`src/rtl/reorder_fifo.sv`:
```
// reorder_fifo: in-order reorder buffer between dispatch and commit.
// Dispatch pushes one opaque reorder-info entry per accepted instruction.
// Commit sees the oldest entry on a first-word-fall-through output and pops
// it once the instruction retires. A commit abort empties the FIFO in one
// cycle. The entry payload is never interpreted here.
`timescale 1ns/1ps

`ifndef REORDER_INFO_DW
// pc[63:0] + rd0[5+RB-1:0] with RB=1 + six instruction-class flags
`define REORDER_INFO_DW 76
`endif

module reorder_fifo #(
    parameter int DW = `REORDER_INFO_DW,
    parameter int AW = 3
) (
    input  logic          CLK,
    input  logic          RSTn,
    input  logic [DW-1:0] dispatch_info,
    input  logic          reOrder_fifo_push,
    output logic          reOrder_fifo_full,
    output logic [DW-1:0] commit_fifo,
    output logic          reOrder_fifo_empty,
    input  logic          reOrder_fifo_pop,
    input  logic          commit_abort,
    output logic [AW:0]   reOrder_fifo_cnt
);

    localparam int DEPTH = 1 << AW;

    // Payload storage carries no reset; stale data past rd_ptr is never shown.
    logic [DW-1:0] mem_q [DEPTH];

    // Pointers carry one extra wrap bit so full and empty are distinguishable.
    logic [AW:0] rd_ptr_q, rd_ptr_d;
    logic [AW:0] wr_ptr_q, wr_ptr_d;

    logic push_acc;
    logic pop_acc;

    // Status is derived from current registered pointers only.
    assign reOrder_fifo_empty = (rd_ptr_q == wr_ptr_q);
    assign reOrder_fifo_full  = (rd_ptr_q[AW-1:0] == wr_ptr_q[AW-1:0]) &&
                                (rd_ptr_q[AW] != wr_ptr_q[AW]);
    assign reOrder_fifo_cnt   = wr_ptr_q - rd_ptr_q;

    // Abort wins over both requests; full/empty gate on current state, so a
    // pop on a full FIFO does not open a slot for a same-cycle push.
    assign push_acc = reOrder_fifo_push && !reOrder_fifo_full  && !commit_abort;
    assign pop_acc  = reOrder_fifo_pop  && !reOrder_fifo_empty && !commit_abort;

    // Head is zeroed while empty so commit never sees a stale entry.
    assign commit_fifo = reOrder_fifo_empty ? '0 : mem_q[rd_ptr_q[AW-1:0]];

    // Next pointer values: flush to zero, otherwise advance on accepted requests.
    always_comb begin
        rd_ptr_d = rd_ptr_q;
        wr_ptr_d = wr_ptr_q;
        if (commit_abort) begin
            rd_ptr_d = '0;
            wr_ptr_d = '0;
        end else begin
            if (push_acc) wr_ptr_d = wr_ptr_q + 1'b1;
            if (pop_acc)  rd_ptr_d = rd_ptr_q + 1'b1;
        end
    end

    // Pointer registers; reset drops every in-flight entry immediately.
    always_ff @(posedge CLK or negedge RSTn) begin
        if (!RSTn) begin
            rd_ptr_q <= '0;
            wr_ptr_q <= '0;
        end else begin
            rd_ptr_q <= rd_ptr_d;
            wr_ptr_q <= wr_ptr_d;
        end
    end

    // Entry write on an accepted push; contents survive flush and reset.
    always_ff @(posedge CLK) begin
        if (push_acc) begin
            mem_q[wr_ptr_q[AW-1:0]] <= dispatch_info;
        end
    end

endmodule

```
`config.mk`:
```
export PLATFORM = sky130hd
export DESIGN_NAME = reorder_fifo
export DESIGN_NICKNAME = d
export VERILOG_FILES = /design/src/rtl/reorder_fifo.sv
export SDC_FILE = /design/constraint.sdc
export NUM_CORES = 1
export LEC_CHECK = 0
export CAP_MARGIN = 20
export CORE_MARGIN = 2
export CORE_UTILIZATION = 42
export CTS_CLUSTER_DIAMETER = 40
export DETAILED_ROUTE_END_ITERATION = 6
export DONT_BUFFER_PORTS = 1
export MAX_ROUTING_LAYER = met4
export SKIP_CTS_REPAIR_TIMING = 1
export SLEW_MARGIN = 30
export SYNTH_ARGS = -nofsm -noshare
export SYNTH_HDL_FRONTEND = slang
export SYNTH_SLANG_ARGS = --single-unit
```
`constraint.sdc`:
```
create_clock -name CLK -period 11.1 [get_ports CLK]
set_clock_uncertainty 0.1 [all_clocks]
set_input_delay 2.22 -clock CLK [delete_from_list [all_inputs] [get_ports CLK]]
set_output_delay 2.22 -clock CLK [all_outputs]
set_load 0.005 [all_outputs]
```
==> run_results.csv, run 1 <==
group,metric,value,unit
yosys,synth-async-reset-ratio,1.30,%
power_and_ir_drop,p_leak,8.41,nW
timing,max_slew.worst_pin.slew,0.988,ns
detailed_routing,drt_first_pass_iters,4,
detailed_routing,wl,47400,µm
cells_and_area,final_core_util,49.2,%
yosys,synth_top_area_cell,"edfxtp_1",
min_path,hold_depth,2,
detailed_routing,dr.max_layer_used,"met4",
floorplan,io_pins,163,
min_path,hold_end,"rd_ptr_q[2]",
yosys,yosys_most_used_dff,"edfxtp_1",
detailed_routing,wl_met3,3660,µm
global_route,grt_overflow_total,0,
placement,gp_congestion,0.715,
run_status,status,"finished clean",
placement,place_inst,1677,
clock_network,clock-root-buffer,"clkbuf_16",
yosys,yosysTopAreaCellShare,78.3,%
detailed_routing,vias,10100,
detailed_routing,ant_nets,0,
timing,period_share,58.8,%
timing,tns,0,ns
placement,portBuffers,0,
yosys,synthCells,957,
worst_setup_path,reg2reg_depth,7,
detailed_routing,drcViolationCount,0,
yosys,syn_avg_cell_area,24.4,µm²
floorplan,dieWidth,240,µm
cells_and_area,final_common_cell,"edfxtp_1",
worst_setup_path,rrSetupSlack,6.77,ns
global_route,grt_use_total,17.6,%
yosys,synth.area.top_cells,"edfxtp_1 (78%), mux4_2 (15%), a22o_1 (2.9%)",
clock_network,insertion_delay,0.62,ns
floorplan,die_h,240,µm
timing,fmax,153,MHz
worst_setup_path,critical_path_class,"flip-flop to output pin",
power_and_ir_drop,sequentialPowerShare,44.4,%
worst_setup_path,critical_path.max_fanout,60,
min_path,hold_class,"flip-flop to flip-flop",
cells_and_area,drive_gt1_share,31.1,%
global_route,grt_start_max_net_pins,65,
detailed_routing,via_per_inst,5.52,
power_and_ir_drop,peakVddDrop,125,µV
power_and_ir_drop,pwr-share-clk,44.6,%
clock_network,clk_pin_slew,0.06,ns
clock_network,cts_tree,"built",
worst_setup_path,cp-end-kind,"output pin",
worst_setup_path,crit_path_start_kind,"flip-flop",
global_route,grt_pass1_vias,11000,
global_route,grt_pass1_wl,71000,µm
power_and_ir_drop,power,5.90,mW
floorplan,start_util,42.4,%
clock_network,cts_buffers,83,
floorplan,core-area,0.0550,mm²
global_route,antenna_found_initial,0,
worst_setup_path,cp.required,8.78,ns
yosys,ys_ff_latch,616,
power_and_ir_drop,p_per_area,218,mW/mm²
timing,relSlewSlack,34.2,%
flow_run,cap_violations,0,
cells_and_area,final_cell_mix,"edfxtp_1 (608), mux4_2 (152), clkbuf_16 (83)",
detailed_routing,wl_met1,19300,µm
timing,fin_crit,6.52,ns
cells_and_area,fin_nets,1102,
worst_setup_path,arrival,4.20,ns
detailed_routing,wl_per_cell,25.9,µm
power_and_ir_drop,intPower,4.49,mW
worst_setup_path,timing.rr.start,"rd_ptr_q[1]",
clock_network,clock_path_buffers,3,
placement,dp_hpwl,24100,µm
clock_network,cts.sinks,616,
worst_setup_path,reg2reg_to,"mem_q[7][46]",
cells_and_area,syn2layout_area_growth,16.0,%
floorplan,fp.dieArea,0.0574,mm²
floorplan,rows,86,
yosys,synth_fp_nets,1044,
cells_and_area,n_antenna_cell,0,
timing,setup_viol,0,
power_and_ir_drop,comb_power_share,10.9,%
yosys,synth_seq_area_share,79.2,%
timing,finalHoldViolCount,0,
clock_network,cts-htree-levels,3,
cells_and_area,finalNonFillerCells,1830,
timing,rsz0062_at_grt,"no",
power_and_ir_drop,power.share.switching,24.0,%
min_path,hp-start,"rd_ptr_q[2]",
yosys,netlist_area,0.0233,mm²
timing,slew_violations,0,
yosys,yosys_warnings,0,
yosys,synth-edff-count,608,
detailed_routing,drt-initial-drc-count,556,
power_and_ir_drop,switchingPower,1.41,mW
detailed_routing,met2_length,23500,µm
yosys,synthDistinctLibCells,32,
-- sequential cells by signal, indices dropped and copies added, names as in the netlist --
register	count
wr_ptr_q	4
rd_ptr_q	4
mem_q	608
-- critical path: stages, from the launching register on --
cell	delay (ns)
dfrtp_4	1.03
inv_1	0.12
ha_1	0.37
nand3_2	0.16
nor2_4	0.09
nor2_4	0.57
buf_4	0.74
a22o_1	0.34
-- routing by layer --
| metal | up-vias | track usage, % |
|---|---|---|
| met5 | - | - |
| met4 | 0 | 5.76 |
| li1 | 4286 | - |
| met3 | 73 | 5.41 |
| met1 | 5492 | 21.7 |
| met2 | 255 | 27.8 |
-- Yosys cell counts (all sizes together), types with 2 or more instances --
cell	number
edfxtp	608
mux4	152
a22o	76
buf	40
nor2	12
clkbuf	11
dfrtp	8
inv	8
xnor2	7
ha	5
a21oi	4
nor4	4
nor4b	3
o21ai	3
mux2i	2
nand2	2
nand4	2
xor2	2
-- how the worst max path moves through the flow --
stage | from | endpoint | slack [ns] | cells past startpoint
after floorplan | commit_abort | mem_q[5][0] | 0.58 | 2
after detailed placement | rd_ptr_q[1] | commit_fifo[70] | 5.13 | 7
final | rd_ptr_q[1] | commit_fifo[12] | 4.58 | 7
after global routing | rd_ptr_q[1] | commit_fifo[5] | 4.34 | 7
after global placement | rd_ptr_q[1] | commit_fifo[25] | 5.18 | 7
after CTS | rd_ptr_q[1] | commit_fifo[70] | 4.45 | 7
-- power by group through the flow --
stage | Sequential [mW] | Combinational (mW) | Clock, mW
2_1_floorplan | 2.65 | 0.549 | 0
3_3_place_gp | 2.67 | 0.669 | 0
3_5_place_dp | 2.67 | 0.672 | 0
4_1_cts | 2.62 | 0.673 | 2.70
5_1_grt | 2.63 | 0.698 | 2.79
6_report | 2.62 | 0.645 | 2.64
-- per-stage QoR --
| stage | hold WS [ns] | worst slack [ns] | area [µm²] |
|---|---|---|---|
| after floorplan | 0.495 | 0.583 | 23300 |
| after global placement | 0.517 | 5.18 | 24200 |
| after detailed placement | 0.527 | 5.13 | 24200 |
| after CTS | 0.534 | 4.45 | 27000 |
| after global routing | 0.576 | 4.34 | 27000 |
| final | 0.529 | 4.58 | 27000 |
-- cell families after synthesis --
group	share of synthesized area, %
muxes	14.8
and+or+nand+nor	0.741
DFF	79.2
AOI/OAI and AO/OA	3.12
xor gates and xnor gates	0.370
buffers and inverters	1.49
adders and majority gates	0.354
-- layout make-up --
class                           count  area [µm²]
Timing Repair Buffer               24         211
Multi-Input combinational cell    282        4590
Clock buffer                       88        2110
Inverter                            8        30.0
Clock inverter                     64         709
Sequential cell                   616       18500
Tap cell                          748         936
Fill cell                        4333       27900
Note: power is estimated with default switching activity, not from simulation.
==> run 2: changes to the inputs <==
==> constraint.sdc (replaced) <==
create_clock -name CLK -period 6.65 [get_ports CLK]
set_clock_uncertainty 0.1 [all_clocks]
set_input_delay 1.33 -clock CLK [delete_from_list [all_inputs] [get_ports CLK]]
set_output_delay 1.33 -clock CLK [all_outputs]
set_load 0.005 [all_outputs]
==> run 2 against run 1 <==
Non-clock buffer count grew 1. Combinational power is 72% higher. Global-route usage is 0.25 points lower. Routed wire length decreased by 0.25%. Critical path type unchanged.
==> run_results.csv, run 2 (synthesized netlist as in run 1, its figures left out) <==
group,metric,value,unit
run_status,status,"finished clean",
power_and_ir_drop,peakVddDrop,222,µV
clock_network,clk_pin_slew,0.05,ns
cells_and_area,final_core_util,49.3,%
global_route,grt_start_max_net_pins,89,
detailed_routing,drt_first_pass_iters,5,
detailed_routing,via_per_inst,5.56,
placement,pre_cts_slack,2.57,ns
floorplan,dieWidth,240,µm
detailed_routing,ant_nets,0,
worst_setup_path,critPathTopFamily,"simple AND/OR/NAND/NOR gates",
power_and_ir_drop,intPower,7.58,mW
power_and_ir_drop,p_per_area,365,mW/mm²
power_and_ir_drop,pwr-share-clk,44.5,%
cells_and_area,drive_gt1_share,30.4,%
detailed_routing,drcViolationCount,0,
floorplan,fp.dieArea,0.0574,mm²
timing,fin_crit,4.60,ns
worst_setup_path,crit_path_start_kind,"flip-flop",
worst_setup_path,cp-end-kind,"output pin",
placement,place_inst,1679,
detailed_routing,wl_per_cell,25.7,µm
flow_run,cap_violations,0,
global_route,grt_pass1_vias,10900,
placement,gp_congestion,0.707,
placement,placed_area,0.0243,mm²
detailed_routing,drt-initial-drc-count,654,
cells_and_area,finalInstanceArea,0.0271,mm²
worst_setup_path,cp.required,5.22,ns
floorplan,die_h,240,µm
timing,fmax,217,MHz
floorplan,core-area,0.0550,mm²
cells_and_area,final_common_cell,"edfxtp_1",
detailed_routing,vias,10200,
placement,dp_hpwl,24500,µm
cells_and_area,finalNonFillerCells,1837,
cells_and_area,final_cell_mix,"edfxtp_1 (608), mux4_2 (152), clkbuf_16 (87)",
timing,slew_violations,0,
timing,finalHoldViolCount,0,
detailed_routing,wl,47300,µm
global_route,antenna_found_initial,0,
floorplan,start_util,42.4,%
power_and_ir_drop,power.share.switching,23.3,%
clock_network,cts.sinks,616,
cells_and_area,largest_reg_flops,608,
clock_network,clock_path_buffers,3,
floorplan,rows,86,
power_and_ir_drop,p_leak,8.43,nW
worst_setup_path,slowest_stage,"dfrtp_1",
global_route,grt_use_total,17.3,%
timing,setup_slack,2.05,ns
worst_setup_path,critPathMaxStageDelay,0.59,ns
clock_network,insertion_delay,0.59,ns
placement,portBuffers,0,
power_and_ir_drop,sequentialPowerShare,44.3,%
timing,relSlewSlack,47.6,%
floorplan,io_pins,163,
power_and_ir_drop,switchingPower,2.30,mW
worst_setup_path,critical_path_class,"flip-flop to output pin",
global_route,grt_overflow_total,0,
clock_network,clock-root-buffer,"clkbuf_16",
worst_setup_path,arrival,3.17,ns
clock_network,cts-htree-levels,3,
worst_setup_path,critical_path.max_fanout,44,
clock_network,cts_tree,"built",
cells_and_area,syn2layout_area_growth,16.2,%
cells_and_area,fin_nets,1105,
worst_setup_path,crit_path_frequent_cell,"nor2_4",
worst_setup_path,crit_buf_inv,2,
power_and_ir_drop,comb_power_share,11.2,%
timing,rsz0062_at_grt,"no",
global_route,grt_pass1_wl,69900,µm
timing,max_slew.worst_pin.slew,0.786,ns
power_and_ir_drop,power,9.88,mW
timing,setup_viol,0,
timing,period_share,69.2,%
min_path,hold_class,"input pin to asynchronous set/reset pin",
worst_setup_path,worstPathCellList,"inv_1 -> ha_1 -> nand3_2 -> nor2_4 -> nor2_4 -> buf_12 -> a22o_1",
cells_and_area,n_antenna_cell,0,
clock_network,cts_buffers,85,
run 2: worst paths after layout:
kind                       cells past startpoint  slack, ns              end   startpoint
setup / recovery                               7       2.05  commit_fifo[69]  wr_ptr_q[0]
hold / removal                                 0       0.33      wr_ptr_q[3]         RSTn
setup reg to reg                               6       3.65     mem_q[4][46]  wr_ptr_q[0]
hold reg to reg                                2       0.55      rd_ptr_q[2]  rd_ptr_q[2]
max in group asynchronous                      0       6.04      rd_ptr_q[0]         RSTn
min in group CLK                               2       0.55      rd_ptr_q[2]  rd_ptr_q[2]
run 2: layer usage:
layer | part of all wire [%] | GRT usage (%)
met1 | 43 | 22.9
met5 | 0 | -
met2 | 47 | 25.9
met3 | 7.5 | 5.12
met4 | 2.0 | 5.66
run 2: area by class of cell:
type	instances	area (µm²)
repair buffers	25	273
well taps	748	936
clock buffers	99	2220
flip-flops and latches	616	18500
inverters	8	30.0
fillers	4336	27900
clock inverters	59	583
multi-input cells	282	4600
run 2: power groups by stage:
stage | Sequential, mW | Combinational [mW] | Clock, mW
after floorplan | 4.43 | 0.916 | 0
after global placement | 4.46 | 1.13 | 0
after detailed placement | 4.46 | 1.15 | 0
after CTS | 4.38 | 1.15 | 4.50
after global routing | 4.39 | 1.20 | 4.65
final | 4.38 | 1.11 | 4.39
run 2: metrics by stage:
stage	hold slack, ns	setup TNS [ns]
after floorplan	0.495	-713.60
after global placement	0.525	0
after detailed placement	0.541	0
after CTS	0.281	0
after global routing	0.293	0
final	0.328	0
